`config.mk`:
```
export PLATFORM = sky130hd
export DESIGN_NAME = valid_flush_ctrl_flat
export DESIGN_NICKNAME = d
export VERILOG_FILES = /design/src/rtl/valid_flush_ctrl_pkg.sv /design/src/rtl/valid_flush_ctrl_if.sv /design/src/rtl/valid_flush_ctrl.sv /design/src/flat_wrapper.sv
export SDC_FILE = /design/constraint.sdc
export NUM_CORES = 1
export LEC_CHECK = 0
export BUFFER_PORTS_ARGS = -buffer_cell sky130_fd_sc_hd__buf_4
export CAP_MARGIN = 20
export CORE_MARGIN = 3
export CORE_UTILIZATION = 37
export CTS_CLUSTER_SIZE = 25
export DETAILED_ROUTE_END_ITERATION = 8
export GPL_ROUTABILITY_DRIVEN = 0
export MAX_ROUTING_LAYER = met4
export PLACE_DENSITY = 0.74
export REMOVE_ABC_BUFFERS = 1
export SLEW_MARGIN = 30
export SYNTH_ARGS = -nofsm -noshare
export SYNTH_HDL_FRONTEND = slang
export SYNTH_SLANG_ARGS = --single-unit
export TNS_END_PERCENT = 50
```
`constraint.sdc`:
```
create_clock -name clk0 -period 1.3 [get_ports clk0]
set_input_delay 0.26 -clock clk0 [delete_from_list [all_inputs] [get_ports clk0]]
set_output_delay 0.26 -clock clk0 [all_outputs]
set_load 0.005 [all_outputs]
```
`src/rtl/valid_flush_ctrl_pkg.sv`:
```
// Shared types for the valid-array flush controller.
// Holds the flush FSM state encoding and a small helper that classifies
// which states count as "flush in progress" for the busy indicator.
package rv32i_types;

  // Flush controller states. IDLE is the pass-through state; everything
  // else owns the valid arrays and stalls the cache controller.
  typedef enum logic [2:0] {
    IDLE      = 3'd0,
    WAIT_IDLE = 3'd1,
    SWEEP     = 3'd2,
    DRAIN     = 3'd3,
    DONE      = 3'd4
  } flush_state_t;

  // Busy covers waiting for the controller, the sweep itself and the
  // drain cycle. DONE is excluded so busy falls as flush_done rises.
  function automatic logic state_is_busy(input flush_state_t s);
    return (s == WAIT_IDLE) || (s == SWEEP) || (s == DRAIN);
  endfunction

endpackage

```
`src/rtl/valid_flush_ctrl_if.sv`:
```
// Bundle of the flush request, the cache controller's valid-array port,
// the muxed valid-array port and the flush status signals.
// master = cache controller side, slave = flush controller side.
interface valid_flush_ctrl_if #(
  parameter int S_INDEX = 4,
  parameter int WAYS    = 4
);

  // Flush request and controller status
  logic               flush_req;
  logic               ctrl_idle;

  // Controller's own valid-array request (active-low selects/enables)
  logic [WAYS-1:0]    ctrl_csb;
  logic [WAYS-1:0]    ctrl_web;
  logic [S_INDEX-1:0] ctrl_addr;
  logic [WAYS-1:0]    ctrl_din;

  // Port actually driven into the per-way valid arrays
  logic [WAYS-1:0]    va_csb;
  logic [WAYS-1:0]    va_web;
  logic [S_INDEX-1:0] va_addr;
  logic [WAYS-1:0]    va_din;

  // Status back to the controller
  logic               ctrl_stall;
  logic               flush_busy;
  logic               flush_done;

  modport master (
    output flush_req, ctrl_idle, ctrl_csb, ctrl_web, ctrl_addr, ctrl_din,
    input  va_csb, va_web, va_addr, va_din,
    input  ctrl_stall, flush_busy, flush_done
  );

  modport slave (
    input  flush_req, ctrl_idle, ctrl_csb, ctrl_web, ctrl_addr, ctrl_din,
    output va_csb, va_web, va_addr, va_din,
    output ctrl_stall, flush_busy, flush_done
  );

endinterface

```
`src/rtl/valid_flush_ctrl.sv`:
```
// Valid-array flush controller.
// While idle the cache controller's valid-array requests pass straight
// through. On a flush request it waits for the controller to go idle,
// then writes 0 to every set of every way, one set per cycle, allows one
// drain cycle for the arrays' registered write, and pulses flush_done.
// Requests arriving while a flush is in progress are remembered and
// trigger another complete flush right after the current one.
module valid_flush_ctrl
  import rv32i_types::*;
#(
  parameter int S_INDEX = 4,
  parameter int WAYS    = 4
) (
  input  logic           clk0,
  input  logic           rst0,
  valid_flush_ctrl_if.slave bus
);

  localparam int                 NUM_SETS = 2 ** S_INDEX;
  localparam logic [S_INDEX-1:0] LAST_SET = S_INDEX'(NUM_SETS - 1);

  flush_state_t       state_reg,   state_next;
  logic [S_INDEX-1:0] cnt_reg,     cnt_next;
  logic               pending_reg, pending_next;

  // State, sweep counter and pending flag; reset abandons any flush.
  always_ff @(posedge clk0 or posedge rst0) begin
    if (rst0) begin
      state_reg   <= IDLE;
      cnt_reg     <= '0;
      pending_reg <= 1'b0;
    end else begin
      state_reg   <= state_next;
      cnt_reg     <= cnt_next;
      pending_reg <= pending_next;
    end
  end

  // Next-state logic: sequencing, sweep counting and request capture.
  always_comb begin
    state_next   = state_reg;
    cnt_next     = cnt_reg;
    pending_next = pending_reg;

    // A request seen while not idle must not be lost; it is replayed
    // as a fresh flush once the current one reaches DONE.
    if ((state_reg != IDLE) && bus.flush_req) begin
      pending_next = 1'b1;
    end

    case (state_reg)
      IDLE: begin
        cnt_next = '0;
        if (bus.flush_req) begin
          state_next = bus.ctrl_idle ? SWEEP : WAIT_IDLE;
        end
      end

      WAIT_IDLE: begin
        cnt_next = '0;
        if (bus.ctrl_idle) begin
          state_next = SWEEP;
        end
      end

      SWEEP: begin
        // Runs to completion regardless of ctrl_idle; the counter wraps
        // back to 0 as the last set is written.
        cnt_next = cnt_reg + 1'b1;
        if (cnt_reg == LAST_SET) begin
          state_next = DRAIN;
        end
      end

      DRAIN: begin
        state_next = DONE;
      end

      DONE: begin
        // A request arriving in this very cycle is treated the same as
        // one captured earlier, so it is never dropped.
        if (pending_reg || bus.flush_req) begin
          pending_next = 1'b0;
          state_next   = WAIT_IDLE;
        end else begin
          state_next = IDLE;
        end
      end

      default: begin
        state_next   = IDLE;
        cnt_next     = '0;
        pending_next = 1'b0;
      end
    endcase
  end

  // Output mux: pass-through in IDLE, clear-write in SWEEP, hold arrays
  // deselected in every other state.
  always_comb begin
    bus.va_csb     = '1;
    bus.va_web     = '1;
    bus.va_addr    = '0;
    bus.va_din     = '0;
    bus.ctrl_stall = 1'b1;
    bus.flush_busy = state_is_busy(state_reg);
    bus.flush_done = 1'b0;

    case (state_reg)
      IDLE: begin
        bus.va_csb     = bus.ctrl_csb;
        bus.va_web     = bus.ctrl_web;
        bus.va_addr    = bus.ctrl_addr;
        bus.va_din     = bus.ctrl_din;
        bus.ctrl_stall = 1'b0;
      end

      SWEEP: begin
        bus.va_csb  = '0;
        bus.va_web  = '0;
        bus.va_din  = '0;
        bus.va_addr = cnt_reg;
      end

      DONE: begin
        bus.flush_done = 1'b1;
      end

      default: begin
      end
    endcase
  end

endmodule

```
`src/flat_wrapper.sv`:
```
// flat-port wrapper written by rule: the top's interface ports become plain ports
module valid_flush_ctrl_flat import rv32i_types::*;
#(
  parameter int S_INDEX = 4,
  parameter int WAYS    = 4
)
  (clk0, rst0, bus_flush_req, bus_ctrl_idle, bus_ctrl_csb, bus_ctrl_web, bus_ctrl_addr, bus_ctrl_din, bus_va_csb, bus_va_web, bus_va_addr, bus_va_din, bus_ctrl_stall, bus_flush_busy, bus_flush_done);
  valid_flush_ctrl_if #(.S_INDEX(S_INDEX), .WAYS(WAYS)) bus_i ();
  input  logic clk0;
  input  logic rst0;
  input wire logic [$bits(bus_i.flush_req)-1:0] bus_flush_req;
  input wire logic [$bits(bus_i.ctrl_idle)-1:0] bus_ctrl_idle;
  input wire logic [$bits(bus_i.ctrl_csb)-1:0] bus_ctrl_csb;
  input wire logic [$bits(bus_i.ctrl_web)-1:0] bus_ctrl_web;
  input wire logic [$bits(bus_i.ctrl_addr)-1:0] bus_ctrl_addr;
  input wire logic [$bits(bus_i.ctrl_din)-1:0] bus_ctrl_din;
  output wire logic [$bits(bus_i.va_csb)-1:0] bus_va_csb;
  output wire logic [$bits(bus_i.va_web)-1:0] bus_va_web;
  output wire logic [$bits(bus_i.va_addr)-1:0] bus_va_addr;
  output wire logic [$bits(bus_i.va_din)-1:0] bus_va_din;
  output wire logic [$bits(bus_i.ctrl_stall)-1:0] bus_ctrl_stall;
  output wire logic [$bits(bus_i.flush_busy)-1:0] bus_flush_busy;
  output wire logic [$bits(bus_i.flush_done)-1:0] bus_flush_done;
  assign bus_i.flush_req = bus_flush_req;
  assign bus_i.ctrl_idle = bus_ctrl_idle;
  assign bus_i.ctrl_csb = bus_ctrl_csb;
  assign bus_i.ctrl_web = bus_ctrl_web;
  assign bus_i.ctrl_addr = bus_ctrl_addr;
  assign bus_i.ctrl_din = bus_ctrl_din;
  assign bus_va_csb = bus_i.va_csb;
  assign bus_va_web = bus_i.va_web;
  assign bus_va_addr = bus_i.va_addr;
  assign bus_va_din = bus_i.va_din;
  assign bus_ctrl_stall = bus_i.ctrl_stall;
  assign bus_flush_busy = bus_i.flush_busy;
  assign bus_flush_done = bus_i.flush_done;
  valid_flush_ctrl #(.S_INDEX(S_INDEX), .WAYS(WAYS)) u_core (.clk0(clk0), .rst0(rst0), .bus(bus_i));
endmodule
```
After elaboration in Yosys (flattened, before gate mapping)
Index checks and enable logic that the tools add are counted.
- input port bits: 20
- output and inout port bits: 19
- bits in registers: 8
- muxes and demuxes: 16
- add/sub/neg operators: 1
- equality and inequality tests: 8
- reductions and logical operators: 9
- operator list (cell ; count):
    $pmux 4 s2 ; 4
    $pmux 3 s5 ; 1
    $mux 3 ; 3
    $eq 3x2->1 const B ; 2
    $mux 1 ; 5
    $add 4x1->4 const B ; 1
    $eq 4x4->1 const B ; 1
    $mux 4 ; 1
    $ne 2x2->1 const B ; 2
    $reduce_or 4->1 ; 1
    $eq 3x1->1 const B ; 1
    $eq 3x3->1 const B ; 1
    $logic_not 3->1 ; 1
    $logic_or 1x1->1 ; 3
    $reduce_and 3->1 ; 1
    $reduce_bool 3->1 ; 1
    $mux 2 ; 1
    $ne 2x1->1 const B ; 1
    $pmux 1 s2 ; 1
    $reduce_or 2->1 ; 1
    $logic_and 1x1->1 ; 1

Logic depth before layout (Yosys ltp)
- depth in word-level cells: 5
- gate-level depth with buffers: 5
- gate-level depth less buffers: 5

Worst setup path after synthesis
No wires, ideal clock.
- path kind: reg-to-output
- start: register u_core.state_reg[1]
- end: output port bus_va_din[0]
- buffers on the path: 1
- path slack: 0.020 ns
- data required time: 1.040 ns
- arrival: 1.020 ns
- cell stages (with the launch flop): 4
- path through: dfrtp_1 > clkbuf_8 > nor3_1 > and2_2
- cells in the longest elaborated chain, start to end: 2
- RTL lines (item ; line ; RTL):
    start: declaration ; valid_flush_ctrl.sv:22 ; flush_state_t state_reg, state_next;
    start signal: assignment ; valid_flush_ctrl.sv:33 ; state_reg <= state_next;
    $logic_not 3->1 ; valid_flush_ctrl.sv:109 ; case (state_reg)
    $mux 4 ; valid_flush_ctrl.sv:109 ;
    end: declaration ; flat_wrapper.sv:20 ; output wire logic [$bits(bus_i.va_din)-1:0] bus_va_din;
Every way passes these cells.

Final worst setup path
- start: register u_core.state_reg[1]
- end: output port bus_va_addr[3]
- cells in the longest elaborated chain, start to end: 2
- elaborated cells between the ends (all ways): 3
- RTL lines (item ; line ; RTL):
    $eq 3x2->1 / $logic_not 3->1 (equally long branches) ; valid_flush_ctrl.sv:109 ;
    $pmux 4 s2 (*) ; valid_flush_ctrl.sv:109 ;
    end: declaration ; flat_wrapper.sv:19 ; output wire logic [$bits(bus_i.va_addr)-1:0] bus_va_addr;
Every way passes the cells marked *; elsewhere a longest branch is shown, timed or not.

==> results.tsv <==
stage	metric	value	unit
power_and_ir_drop	Lkg Pwr	0.000620	uW
timing	unrepaired setup endpoints after global routing	true	
placement	DP HPWL	1.29	mm
timing	max_slew headroom	79.2	%
timing	fin crit share	116	%
die	num rows	14	
yosys	Synth Register Bits	8	
yosys	top cell type's share of synthesized area	32.9	%
yosys	synthesized area	609	um2
critical_path	Critical Path AT	1.25	ns
cts	Clock H-tree levels	1	
critical_path	CP cell instances	buf_6 -> mux2i_1 -> nor3_2 -> buf_4	
status	status	finished with violations	
yosys	EDFF count, synth	0	
yosys	most frequent cell after synthesis	inv_1	
cts	CTS tree	done	
critical_path	RR Endpoint	u_core.state_reg[1]	
route	DR pass1 iterations	4	
timing	Worst-Margin Slew	0.312	ns
timing	Max Slew Vio Count	0	
hold_path	hold path endpoint	u_core.pending_reg	
cells_and_area	layout cell share with drive strength beyond 1	56.9	%
power_and_ir_drop	Cell Pwr Density	1980	nW/um2
timing	hold violation count in the final report	0	
placement	Placed Area	943	um2
yosys	post-synthesis sequential area ratio	32.9	%
timing	Max Fclk	664	MHz
critical_path	CP Launch Type	flip-flop	
critical_path	Setup crit end kind	primary output	
global_route	initial antenna violation count	0	
die	area of the die	2170	um2
timing	# setup viols final	19	
route	Starting DRT DRC Count	8	
global_route	largest net degree at the start of global routing	14	
critical_path	worst stage delay on the critical path	0.43	ns
critical_path	Worst EP required	1.04	ns
hold_path	Hold Path Class	primary input to flip-flop	
cells_and_area	Core Util, Final	73.4	%
global_route	vias in the first global route	652	
route	Vias/cell	5.12	
cts	Clock Root Buffer	clkbuf_4	
timing	Worst Setup Slack, final	-0.206	ns
critical_path	worst r2r path cells	4	
yosys	Synth Area in XOR/XNOR	1.44	%
cts	clk slew on worst S/H paths	0.05	ns
yosys	Synth Area in Compound Gates	18.5	%
cells_and_area	max FFs per register	4	
global_route	GR Overflow Total	0	
route	WL per Instance	13.1	um
yosys	Mapped Avg Cell Area	8.02	um2
global_route	Global Route Usage Sum	17.9	%
cts	maximum clock insertion buffer count	2	
die	chip height	46.6	um
status	failing checks	setup timing	
yosys	Synth area leaders	dfrtp_1 (33%), o21ai_0 (8.2%), inv_1 (8.0%)	
cts	clk_lat worst skew	0.25	ns
yosys	post-synth top area cell	dfrtp_1	
power_and_ir_drop	Worst VDD drop	1070	uV
placement	port bufs	38	
route	Routed Antenna Nets	0	
yosys	Most used DFF post-synth	dfrtp_1	
yosys	Post-Synth Adder-Cell Area	2.05	%
critical_path	critical path's top delay family	flip-flops	
route	Residual DRC	0	
timing	skew final	0.00606	ns
global_route	first-pass GRT wire length	2.67	mm
cells_and_area	fill count	115	
yosys	Post-Synthesis Cells	76	
cells_and_area	ANT cells	0	
critical_path	flop2flop setup slack	0.01	ns
cells_and_area	Net count, final	153	
yosys	post-synthesis mux area share	8.42	%
yosys	fraction of registers with async set/reset	100	%
cells_and_area	synthesis-to-finish area growth	83.6	%
route	routed wire length	1.91	mm
job	max-cap viol count	0	
die	Die X	46.6	um
yosys	Synth Warn #	0	
critical_path	worst-path maximum fanout	7	
placement	pre-CTS WS	-0.0219	ns
die	I/O pin count	39	
timing	post-route minimum period	1.51	ns
critical_path	Buf/Inv on CP	2	
cts	Clock Sinks	8	
cells_and_area	post-route cell area	1120	um2
yosys	main combinational cell family by area after synthesis	simple AND/OR/NAND/NOR gates	
route	DR vias	748	
hold_path	Hold Crit Depth	3	
die	starting density of the core	40.0	%
yosys	synthesized-area fraction occupied by and/or/nand/nor cells	23.6	%
critical_path	critical path class	flip-flop to primary output	
critical_path	Crit-path slowest cell	dfrtp_2	
critical_path	Reg-to-Reg Start	u_core.state_reg[0]	
hold_path	Hold Startpoint	bus_flush_req	
yosys	Commonest cells post-synth	inv_1 (13), o21ai_0 (10), dfrtp_1 (8)	
die	core box area	1520	um2
yosys	post-synth cell types	27	
cts	total CTS buffers	3	
-- power breakdown --
part | internal (uW) | total [uW] | switching [uW] | leakage (uW)
registers | 346 | 466 | 120 | 0.0000967
logic | 938 | 1560 | 621 | 0.000509
clock network | 105 | 187 | 81.2 | 0.0000138
total | 1390 | 2210 | 822 | 0.000620
-- stage by stage --
stage	hold WS (ns)	instances	TNS, ns	total power (uW)
2_1_floorplan	0.0757	72	-0.160	993
3_3_place_gp	0.230	134	0	1660
3_5_place_dp	0.233	134	-0.0438	1690
4_1_cts	0.287	139	-2.72	1970
5_1_grt	0.305	146	-4.12	2400
6_report	0.291	146	-2.82	2210
-- repair_timing --
item,in CTS,in global routing
endpoints found under the hold margin,8,0
gates resized for setup,9,16
endpoints found under the setup margin,19,23
buffers inserted,1,6
hold buffers,1,0
pin swaps,3,5
cloned,0,1
-- routing by layer --
metal	track usage, %	wire [um]	vias to the layer above
li1	-	-	371
met1	17.1	656	332
met2	33.5	983	39
met3	4.69	223	6
met4	6.82	42	0
met5	-	0	-
-- tightest hold or removal path: cells and delay by family --
| family | cells | cell delay [ns] |
|---|---|---|
| AOI/OAI and AO/OA | 2 | 0.12 |
| buffers and inverters | 1 | 0.11 |
-- layout make-up --
| type | instances | area, um2 | area share, % |
|---|---|---|---|
| tap | 16 | 20.0 | 1.79 |
| sequential | 8 | 204 | 18.2 |
| clock buffer | 3 | 22.5 | 2.01 |
| inverter | 13 | 48.8 | 4.36 |
| multi-input combinational | 51 | 368 | 32.9 |
| timing repair buffer | 55 | 455 | 40.7 |
-- worst max path at each step --
stage	startpoint	cells past startpoint	endpoint	slack, ns
4_1_cts	u_core.state_reg[1]	4	bus_va_addr[1]	-0.22
3_5_place_dp	u_core.state_reg[1]	3	bus_va_din[1]	-0.02
6_report	u_core.state_reg[1]	4	bus_va_addr[3]	-0.21
3_3_place_gp	u_core.state_reg[0]	3	bus_va_din[3]	0.04
5_1_grt	u_core.state_reg[1]	4	bus_va_addr[1]	-0.27
2_1_floorplan	u_core.state_reg[1]	2	bus_va_din[0]	-0.04
-- cells in the final DEF (no fill, tap or decap), drive strengths merged --
cell type / count
a211oi: 1
nand2b: 1
clkbuf: 4
o21ai: 10
or2: 1
dlygate4sd3: 1
nor2b: 2
and2: 4
a21oi: 4
mux2: 1
buf: 53
inv: 13
and3b: 2
nor3: 5
o22ai: 1
a22o: 1
xnor2: 1
nor2: 3
o31ai: 1
a31oi: 2
mux2i: 4
nand3b: 1
and4b: 1
ha: 1
nand2: 3
nand4: 1
dfrtp: 8
-- logic make-up after synthesis --
group	count (synthesis)
adders and majority gates	1
xor gates and xnor gates	1
muxes	5
and+or+nand+nor	24
DFF	8
buffers and inverters	17
AOI/OAI and AO/OA	20
Power figures use the tool's default switching activity.
